File: src/rtl/if_fetch_buffer.sv
// if_fetch_buffer: dual-lane instruction fetch buffer between IF and ID.
// Tracks the AHB data phase of both fetch ports, restores program order and
// queues instruction pairs for ID. Drives fetch back-pressure and drops
// in-flight / buffered fetches on redirect or clear.
// Optional feature macro: IF_BUF_FAULT_EN (bus-error tagging, id_fault_* ports).

// Per-lane data-phase capture: parks the first-arriving word until the
// partner lane completes.
module if_fetch_buffer_lane (
  input  logic        clk,
  input  logic        rst,
  input  logic        active,
  input  logic        clr,
  input  logic        hready,
  input  logic [31:0] hrdata,
`ifdef IF_BUF_FAULT_EN
  input  logic        hresp,
  output logic        flt,
`endif
  output logic        fin,
  output logic [31:0] word
);
  localparam logic [31:0] NOP = 32'h0000_0013;

  logic        done_q;
  logic [31:0] data_q;
  logic [31:0] rd_word;

`ifdef IF_BUF_FAULT_EN
  logic fault_q;
  assign rd_word = hresp ? NOP : hrdata;
  assign flt     = done_q ? fault_q : hresp;
`else
  assign rd_word = hrdata;
`endif

  // Lane is finished once it has completed earlier or completes now.
  assign fin  = active & (done_q | hready);
  assign word = done_q ? data_q : rd_word;

  // Latch the word on first completion; re-arm when the pair retires.
  always_ff @(posedge clk or posedge rst) begin
    if (rst) begin
      done_q  <= 1'b0;
      data_q  <= NOP;
`ifdef IF_BUF_FAULT_EN
      fault_q <= 1'b0;
`endif
    end else if (clr) begin
      done_q  <= 1'b0;
    end else if (active && !done_q && hready) begin
      done_q  <= 1'b1;
      data_q  <= rd_word;
`ifdef IF_BUF_FAULT_EN
      fault_q <= hresp;
`endif
    end
  end
endmodule

module if_fetch_buffer #(
  parameter int DEPTH = 2   // 2 or 4 pair entries
) (
  input  logic        CLK,
  input  logic        RST,
  input  logic        if_output_ACT,
  input  logic [31:0] s_if_pc1_Q,
  input  logic [31:0] s_if_pc2_Q,
  input  logic        s_if_swap,
  input  logic [31:0] if1_ahb_HRDATA,
  input  logic [31:0] if2_ahb_HRDATA,
  input  logic        if1_ahb_HREADY,
  input  logic        if2_ahb_HREADY,
  input  logic        if1_ahb_HRESP,
  input  logic        if2_ahb_HRESP,
  input  logic        s_if_jump_D,
  input  logic        r_id_clear_Q,
  input  logic        id_take_a,
  input  logic        id_take_b,
  output logic        fetch_hold,
  output logic        id_valid_a,
  output logic        id_valid_b,
  output logic [31:0] id_inst_a,
  output logic [31:0] id_inst_b,
  output logic [31:0] id_pc_a,
  output logic [31:0] id_pc_b
`ifdef IF_BUF_FAULT_EN
  ,
  output logic        id_fault_a,
  output logic        id_fault_b
`endif
);
  localparam int NUM_LANES = 2;
  localparam int PW = $clog2(DEPTH);
  localparam int CW = PW + 1;
  localparam int OW = CW + 1;
  localparam logic [31:0] NOP = 32'h0000_0013;

  typedef struct packed {
    logic        vld;
    logic        squash;
    logic        swap;
    logic [31:0] pc_old;
    logic [31:0] pc_young;
  } phase_t;

  typedef struct packed {
    logic        valid_a;
    logic        valid_b;
    logic [31:0] inst_a;
    logic [31:0] inst_b;
    logic [31:0] pc_a;
    logic [31:0] pc_b;
`ifdef IF_BUF_FAULT_EN
    logic        fault_a;
    logic        fault_b;
`endif
  } entry_t;

  // Lane 0 is port 1, lane 1 is port 2.
  logic [NUM_LANES-1:0]       hready, fin;
  logic [NUM_LANES-1:0][31:0] hrdata, word;
`ifdef IF_BUF_FAULT_EN
  logic [NUM_LANES-1:0]       hresp, flt;
  assign hresp = {if2_ahb_HRESP, if1_ahb_HRESP};
`else
  logic unused_hresp;
  assign unused_hresp = if1_ahb_HRESP ^ if2_ahb_HRESP;
`endif
  assign hready = {if2_ahb_HREADY, if1_ahb_HREADY};
  assign hrdata = {if2_ahb_HRDATA, if1_ahb_HRDATA};

  // cur is the data phase on the bus; nxt is an address accepted while cur
  // was still stalled, which starts its data phase once cur retires.
  phase_t cur, nxt, cur_d, nxt_d, new_ph;
  logic   flush, fire, pair_done, push, pop, take_b_ok;
  logic [1:0]    n_out;
  logic [OW-1:0] occ;

  entry_t          q [DEPTH];
  entry_t          hd, enq;
  logic [PW-1:0]   head_q, tail_q;
  logic [CW-1:0]   count;

  for (genvar l = 0; l < NUM_LANES; l++) begin : g_lane
    if_fetch_buffer_lane u_lane (
      .clk    (CLK),
      .rst    (RST),
      .active (cur.vld),
      .clr    (pair_done),
      .hready (hready[l]),
      .hrdata (hrdata[l]),
`ifdef IF_BUF_FAULT_EN
      .hresp  (hresp[l]),
      .flt    (flt[l]),
`endif
      .fin    (fin[l]),
      .word   (word[l])
    );
  end

  assign flush     = s_if_jump_D | r_id_clear_Q;
  assign pair_done = cur.vld & (&fin);
  assign push      = pair_done & ~cur.squash & ~flush;

  // Credit: buffered pairs plus phases that will still be outstanding after
  // this cycle; a second stalled address also blocks further issue.
  assign n_out      = 2'(cur.vld & ~pair_done) + 2'(nxt.vld);
  assign occ        = OW'(count) + OW'(n_out);
  assign fetch_hold = (occ >= OW'(DEPTH)) | (nxt.vld & ~pair_done);
  assign fire       = if_output_ACT & ~fetch_hold;

  // Capture the issuing address phase in program order.
  always_comb begin
    new_ph          = '0;
    new_ph.vld      = 1'b1;
    new_ph.swap     = s_if_swap;
    new_ph.pc_old   = s_if_swap ? s_if_pc2_Q : s_if_pc1_Q;
    new_ph.pc_young = s_if_swap ? s_if_pc1_Q : s_if_pc2_Q;
  end

  // Phase tracker next state: squash on flush, retire on completion, then
  // place a new issue (never squashed, even in the flush cycle).
  always_comb begin
    cur_d = cur;
    nxt_d = nxt;
    if (flush) begin
      cur_d.squash = cur.squash | cur.vld;
      nxt_d.squash = nxt.squash | nxt.vld;
    end
    if (pair_done) begin
      cur_d = nxt_d;
      nxt_d = '0;
    end
    if (fire) begin
      if (cur_d.vld) nxt_d = new_ph;
      else           cur_d = new_ph;
    end
  end

  // Phase tracker state.
  always_ff @(posedge CLK or posedge RST) begin
    if (RST) begin
      cur <= '0;
      nxt <= '0;
    end else begin
      cur <= cur_d;
      nxt <= nxt_d;
    end
  end

  // Build the ordered pair: slot A always carries the older PC.
  always_comb begin
    enq         = '0;
    enq.valid_a = 1'b1;
    enq.valid_b = 1'b1;
    enq.pc_a    = cur.pc_old;
    enq.pc_b    = cur.pc_young;
    enq.inst_a  = cur.swap ? word[1] : word[0];
    enq.inst_b  = cur.swap ? word[0] : word[1];
`ifdef IF_BUF_FAULT_EN
    enq.fault_a = cur.swap ? flt[1] : flt[0];
    enq.fault_b = cur.swap ? flt[0] : flt[1];
`endif
  end

  assign hd = q[head_q];
  // Slot B may only retire with or after slot A; anything else is dropped.
  assign take_b_ok = id_take_b & (~hd.valid_a | id_take_a);
  assign pop = (count != '0) & ~(hd.valid_a & ~id_take_a) & ~(hd.valid_b & ~take_b_ok);

  // Pair FIFO: flush beats everything; a push to the tail overrides the
  // head valid update when a full buffer pops and pushes together.
  always_ff @(posedge CLK or posedge RST) begin
    if (RST) begin
      for (int i = 0; i < DEPTH; i++) begin
        q[i]        <= '0;
        q[i].inst_a <= NOP;
        q[i].inst_b <= NOP;
      end
      head_q <= '0;
      tail_q <= '0;
      count  <= '0;
    end else if (flush) begin
      for (int i = 0; i < DEPTH; i++) begin
        q[i].valid_a <= 1'b0;
        q[i].valid_b <= 1'b0;
      end
      head_q <= '0;
      tail_q <= '0;
      count  <= '0;
    end else begin
      if (count != '0) begin
        q[head_q].valid_a <= hd.valid_a & ~id_take_a;
        q[head_q].valid_b <= hd.valid_b & ~take_b_ok;
      end
      if (push) begin
        q[tail_q] <= enq;
        tail_q    <= tail_q + PW'(1);
      end
      if (pop) head_q <= head_q + PW'(1);
      count <= count + CW'(push) - CW'(pop);
    end
  end

  assign id_valid_a = hd.valid_a;
  assign id_valid_b = hd.valid_b;
  assign id_inst_a  = hd.inst_a;
  assign id_inst_b  = hd.inst_b;
  assign id_pc_a    = hd.pc_a;
  assign id_pc_b    = hd.pc_b;
`ifdef IF_BUF_FAULT_EN
  assign id_fault_a = hd.fault_a;
  assign id_fault_b = hd.fault_b;
`endif

`ifndef SYNTHESIS
  // ID must never retire slot B ahead of an unretired slot A.
  assert property (@(posedge CLK) disable iff (RST)
    !(id_take_b && id_valid_a && !id_take_a));
  // A pair must never land in a full buffer without a same-cycle pop.
  assert property (@(posedge CLK) disable iff (RST)
    !(push && count == CW'(DEPTH) && !pop));
`endif
endmodule

File: config.mk
export PLATFORM = sky130hd
export DESIGN_NAME = if_fetch_buffer
export DESIGN_NICKNAME = d
export VERILOG_FILES = /design/src/rtl/if_fetch_buffer.sv
export SDC_FILE = /design/constraint.sdc
export NUM_CORES = 1
export LEC_CHECK = 0
export ABC_AREA = 1
export BUFFER_PORTS_ARGS = -buffer_cell sky130_fd_sc_hd__buf_2
export CAP_MARGIN = 10
export CORE_ASPECT_RATIO = 0.9
export CORE_MARGIN = 10
export CORE_UTILIZATION = 25
export DETAILED_ROUTE_END_ITERATION = 8
export PLACE_DENSITY = 0.52
export SYNTH_ARGS = -nofsm -noshare
export SYNTH_HDL_FRONTEND = slang
export SYNTH_SLANG_ARGS = --single-unit
export TNS_END_PERCENT = 100
File: constraint.sdc
create_clock -name CLK -period 32 [get_ports CLK]
set_input_delay 3.2 -clock CLK [delete_from_list [all_inputs] [get_ports CLK]]
set_output_delay 3.2 -clock CLK [all_outputs]
set_load 0.05 [all_outputs]
==> metrics.cfg, run 1 <==
[critical_path]
crit_fanout = 80
end_kind = output pin
r2r_end = nxt[52]
crit_chain = buf_2 > nor2_2 > nor2_8 > buf_4 > nand2_4 > nand2_1 > nand3_1 > buf_2
worstReg2RegStart = g_lane[0].u_lane.done_q
arrival_ns = 5.93
critPathBufInv = 3
crit_family = simple AND/OR/NAND/NOR gates
rr_worst_depth = 11
critPathMostFrequentCell = buf_2
critPathKind = in2out
cpMaxStageDelayCell = nand2_4
r2r_slack_ns = 26.84
cpPeakStageDelay_ns = 0.84
worst_setup_path_start_kind = primary input
crit_required_ns = 28.80

[timing]
max-slew-margin-rel = 0.228
finalCritPeriodShare = 0.285
fmaxAchievable_mhz = 109
slew_viol_final = 0
rsz0062_at_grt = no
period_needed_ns = 9.13
worstMarginPinSlew_ns = 1.15
setup-violations-final = 0
fin_setup_tns_ns = 0
hold_violations = 0
fin_worst_skew_ns = 0.0407

[yosys]
synth_edf_count = 0
synthFlopType = dfrtp_1
yosysMostFrequentCell = nand2_1
synth_top_cell_by_area = dfrtp_1
ys_types = 29
syn_nets = 3639
async_reset_ff_frac = 1.00
netlist_top_cells_count = nand2_1 (1992), dfrtp_1 (446), o21ai_0 (195)
synthDominantCellAreaShare = 0.467
seq_area_frac_synth = 0.487
synth_area_leaders = dfrtp_1 (47%), nand2_1 (31%), o21ai_0 (4.1%), nand3_1 (3.2%), inv_1 (2.7%)
syn_area_um2 = 23900
synth_area_per_cell_um2 = 6.84
yosys_register_bits = 464
synthCells = 3495
synth_warnings = 0

[drt]
finalWirelength_um = 85600
drt_first_pass_iters = 5
routed_via_density = 4.45
num_vias = 21900
postRouteAntennaNets = 0
wl_per_cell_um = 17.4
drtIter0Drc = 1802
drc = 0

[cts]
hold_buffers = 0
cts_tree = done
ctsHtreeMaxLevel = 2
cts_setup_buffers = 0
cts_made_buffers = 55
cts_buffer_depth = 3
cts_resized = 0
clk_latency_ns = 0.64
cts.reportedPaths.clkPinSlew_ns = 0.06
cts.sinks = 464
root_buffer = clkbuf_16

[die]
start_util = 0.252
fp.coreArea_um2 = 94800
io_pins = 271
rows = 107
die_w_um = 346
die_h_um = 313
die_area_um2 = 108000

[cells_and_area]
drive_gt1_frac = 0.118
layout.nets = 3766
antenna_cells = 0
regArea_um2 = 11600
fillers = 10500
multiInputGateArea_um2 = 10700
area_growth_pct = 17.6
layout.cells.non_filler = 4921
final_util = 0.297

[run]
drv_cap = 0

[run_status]
status = completed

[global_routing]
antenna_found_initial = 2
grt_max_degree = 158
first_global_vias = 20400
grt_overflow = 0
grt_pass1_wl_um = 131000
grt_usage = 0.153

[place]
finalWeightedCongestion = 0.798
hpwl_um = 52500
port_buffers = 268
dp.cells = 4818

[hold_path]
hold_depth = 2
hold_end = q[195]
hold_path.class = reg2reg
hp-start = q[195]

[power_and_ir_drop]
total_power_mw = 2.79
p_leak_nw = 15.7
powerDensity_nw_per_um2 = 99.2
peakVddDrop_v = 0.0000646

## layout by cell type (no fill, tap or decap), types with 54 or more instances in the layout
| master | synthesis | routed |
|---|---|---|
| clkbuf_16 | 0 | 55 |
| o21ai_0 | 195 | 195 |
| buf_2 | 79 | 267 |
| nand4_1 | 54 | 54 |
| nor2_1 | 129 | 127 |
| nand2_1 | 1992 | 1988 |
| a21oi_1 | 80 | 80 |
| dfrtp_1 | 446 | 443 |
| inv_1 | 175 | 174 |
| nand3_1 | 154 | 153 |
## tightest hold or removal path: stages (launching register included)
cell,delay [ns]
dfstp_2,0.37
nand2_1,0.05
nand2_1,0.04
## report_power, final
part / total [mW] / leakage, nW / internal [mW] / switching, mW
clock: 0.670 / 0.947 / 0.394 / 0.275
sequential: 0.919 / 6.07 / 0.791 / 0.127
combinational: 1.20 / 8.73 / 0.288 / 0.912
## flip-flops by register name, indices dropped and copies added (netlist names)
name and flops:
nxt 67, cur 67, count 2, q 260, tail_q 1, g_lane.u_lane.data_q 64
head_q 1, g_lane.u_lane.done_q 2
## cell type report
class / count / area share
flip-flops and latches: 464 / 0.414
inverters: 181 / 0.0245
multi-input cells: 2621 / 0.380
clock buffers: 77 / 0.0562
well taps: 1253 / 0.0558
clock inverters: 26 / 0.0123
repair buffers: 299 / 0.0570
## how the worst max path moves through the flow
stage	startpoint	to	slack [ns]	depth (start not counted)
floorplan	RST	count[0]	15.89	1
global placement	if1_ahb_HREADY	fetch_hold	22.83	8
detailed placement	if1_ahb_HREADY	fetch_hold	22.83	8
CTS	if1_ahb_HREADY	fetch_hold	22.84	8
global route	if1_ahb_HREADY	fetch_hold	22.63	8
finish	if1_ahb_HREADY	fetch_hold	22.87	8
## stage by stage
stage	hold slack (ns)	instance area, um^2	setup slack [ns]
CTS	0.464	28100	22.84
global route	0.478	28100	22.63
global placement	0.452	26200	22.83
detailed placement	0.454	26200	22.83
finish	0.462	28100	22.87
floorplan	0.442	23900	15.89
## kinds of logic after synthesis
logic type	synth area share
xor gates and xnor gates	0.000733
buffers and inverters	0.0687
DFF	0.487
AOI/OAI and AO/OA	0.0594
adders and majority gates	0.00241
and+or+nand+nor	0.382
## metal layers
layer | vias up | share of wire | GRT usage
li1 | 11000 | - | -
met1 | 10200 | 0.46 | 0.211
met2 | 535 | 0.44 | 0.237
met3 | 94 | 0.068 | 0.0366
met4 | 2 | 0.023 | 0.0394
met5 | - | 0.00015 | 0
Power figures use the tool's default switching activity.
==> run 2, diff against run 1 <==
--- a/config.mk
+++ b/config.mk
@@ -5,7 +5,7 @@
 export SDC_FILE = /design/constraint.sdc
 export NUM_CORES = 1
 export LEC_CHECK = 0
-export ABC_AREA = 1
+export ABC_AREA = 0
 export BUFFER_PORTS_ARGS = -buffer_cell sky130_fd_sc_hd__buf_2
 export CAP_MARGIN = 10
 export CORE_ASPECT_RATIO = 0.9
==> constraint.sdc (replaced) <==
create_clock -name CLK -period 9.4 [get_ports CLK]
set_input_delay 0.94 -clock CLK [delete_from_list [all_inputs] [get_ports CLK]]
set_output_delay 0.94 -clock CLK [all_outputs]
set_load 0.05 [all_outputs]
==> run 2 against run 1 <==
Net effect:
- flip-flop and latch count did not move
- global-route usage decreased by 2.8 points
- routed wire length fell by 26%
- non-clock buffer count shrank 8
- setup slack lost 18 ns
- critical endpoint is now cur[24]
==> metrics.cfg, run 2 <==
[die]
io_pins = 271
die_area_um2 = 99200
die_w_um = 331
fp.coreArea_um2 = 86100
die_h_um = 300
rows = 102
start_util = 0.252

[yosys]
yosysMostFrequentCell = dfrtp_1
synth_compound_area_frac = 0.0329
async_reset_ff_frac = 1.00
synth_warnings = 0
synthCells = 1548
synthFlopType = dfrtp_1
synth-xor-area-share = 0.000806
synth_edf_count = 0
syn_nets = 1692
synthDominantCellAreaShare = 0.513
synth_area_per_cell_um2 = 14.0
synth_top_family_by_area = multiplexers
seq_area_frac_synth = 0.535
syn_area_um2 = 21700
synth_top_cell_by_area = dfrtp_1
yosys_register_bits = 464
synth_area_leaders = dfrtp_1 (51%), mux2i_1 (15%), mux2_2 (13%), mux2_1 (10%), o32ai_1 (2.6%)
yosys-mux-area-fraction = 0.382
ys_types = 36
netlist_top_cells_count = dfrtp_1 (446), mux2i_1 (323), mux2_2 (254)
yosys.area_share.simple = 0.00852
synthAdderAreaFrac = 0.00265

[critical_path]
path_depth = 10
critPathMostFrequentCell = buf_4
end_kind = register
crit_chain = inv_1 > nor2_1 > ha_1 > and2_1 > fa_1 > or4b_1 > a21oi_4 > buf_4 > buf_4 > mux2i_1
crit_required_ns = 9.92
crit_fanout = 34
cpPeakStageDelay_ns = 0.68
cpMaxStageDelayCell = or4b_1
arrival_ns = 4.91
worst_setup_path_start_kind = register
critPathBufInv = 3
rr_worst_depth = 10
crit_family = buffers and inverters
critPathKind = reg2reg

[timing]
rsz0062_at_grt = no
fin_setup_tns_ns = 0
hold_violations = 0
setup-violations-final = 0
worstMarginPinSlew_ns = 1.15
fmaxAchievable_mhz = 228
period_needed_ns = 4.39
finalCritPeriodShare = 0.467
slew_viol_final = 0
layout_setup_ws_ns = 5.01
fin_worst_skew_ns = 0.0172
max-slew-margin-rel = 0.236

[cells_and_area]
area_growth_pct = 19.3
layout.nets = 1926
layout_common_cells = dfrtp_1 (442), mux2i_1 (323), buf_2 (267)
multiInputGateArea_um2 = 9360
design_area_um2 = 25900
largest_register = q
final_common_cell = dfrtp_1
fillers = 8725
largest_reg_flops = 260
drive_gt1_frac = 0.364
top_regs = q: 260 flops, cur: 67 flops, nxt: 67 flops
regArea_um2 = 11600
final_util = 0.301

[drt]
drtIter0Drc = 601
highest_layer = met5
drt_first_pass_iters = 4
wl_per_cell_um = 21.2
num_vias = 13500
postRouteAntennaNets = 0
wl_met2_um = 29700
wl_met3_um = 4780
routed_via_density = 4.53
finalWirelength_um = 63000
drc = 0
wl_met1_um = 27200

[hold_path]
hold_path.class = in2async

[global_routing]
first_global_vias = 14500
grt_overflow = 0
grt_max_degree = 177
grt_usage = 0.125
grt_pass1_wl_um = 95200
antenna_found_initial = 29

[power_and_ir_drop]
powerDensity_nw_per_um2 = 338
peakVddDrop_v = 0.000215
p_leak_nw = 12.4
swShare = 0.411
p_seq_frac = 0.359
p_int_mw = 5.16
clkPwrFrac = 0.229
power_switching_mw = 3.60
pwr-share-comb = 0.412

[place]
port_buffers = 268
place_ws_ns = 4.53
hpwl_um = 41700
place_area_um2 = 24200
finalWeightedCongestion = 0.750

[cts]
cts_setup_buffers = 0
clk_latency_ns = 0.62
ctsHtreeMaxLevel = 2
cts.reportedPaths.clkPinSlew_ns = 0.06
cts.sinks = 464
cts_resized = 0
root_buffer = clkbuf_16
cts_buffer_depth = 3
cts_made_buffers = 51
hold_buffers = 0
cts_tree = done

[run]
drv_cap = 0

[run_status]
status = completed

==> run 2: power by group through the flow <==
stage	combinational, mW	sequential (mW)	clock [mW]
6_report	3.61	3.15	2.01
5_1_grt	3.88	3.26	2.17
4_1_cts	3.69	3.16	2.08
3_5_place_dp	3.68	3.20	0
3_3_place_gp	3.62	3.15	0
2_1_floorplan	2.81	3.01	0
==> run 2: routing by layer <==
layer  track usage  vias to the layer above
li1              -                     6104
met1         0.158                     6917
met2         0.204                      305
met3        0.0400                      107
met4        0.0270                       32
met5             0                        -
==> run 2: final timing paths <==
path | slack, ns | startpoint | to
worst max-delay path | 5.01 | cur[66] | cur[24]
worst max register to register | 5.01 | cur[66] | cur[24]
worst min register to register | 0.48 | q[181] | q[181]
min in group CLK | 0.48 | q[181] | q[181]
worst min-delay path | 0.28 | RST | q[2]
max in group asynchronous | 7.03 | RST | q[93]
==> run 2: layout make-up <==
cell class                 instances  share of cell area
antenna                            8            0.000772
clock buffer                      69              0.0549
clock inverter                    23             0.00926
inverter                          75              0.0110
multi-input combinational        899               0.361
sequential                       464               0.449
tap                             1144              0.0552
timing repair buffer             291              0.0590
==> run 2: cells by family (layout without fill, tap and decap cells) <==
family | after synthesis | count (layout)
xor gates and xnor gates | 2 | 2
muxes | 773 | 773
adders and majority gates | 4 | 4
DFF | 464 | 464
and+or+nand+nor | 34 | 34
other | 0 | 8
AOI/OAI and AO/OA | 86 | 86
buffers and inverters | 185 | 458
==> run 2: metrics by stage <==
stage          hold slack [ns]  instances  total power [mW]
3_5_place_dp             0.468       2873              6.88
6_report                 0.282       2973              8.76
3_3_place_gp             0.461       2873              6.76
5_1_grt                  0.284       2970              9.31
2_1_floorplan            0.449       1548              5.82
4_1_cts                  0.250       2965              8.94
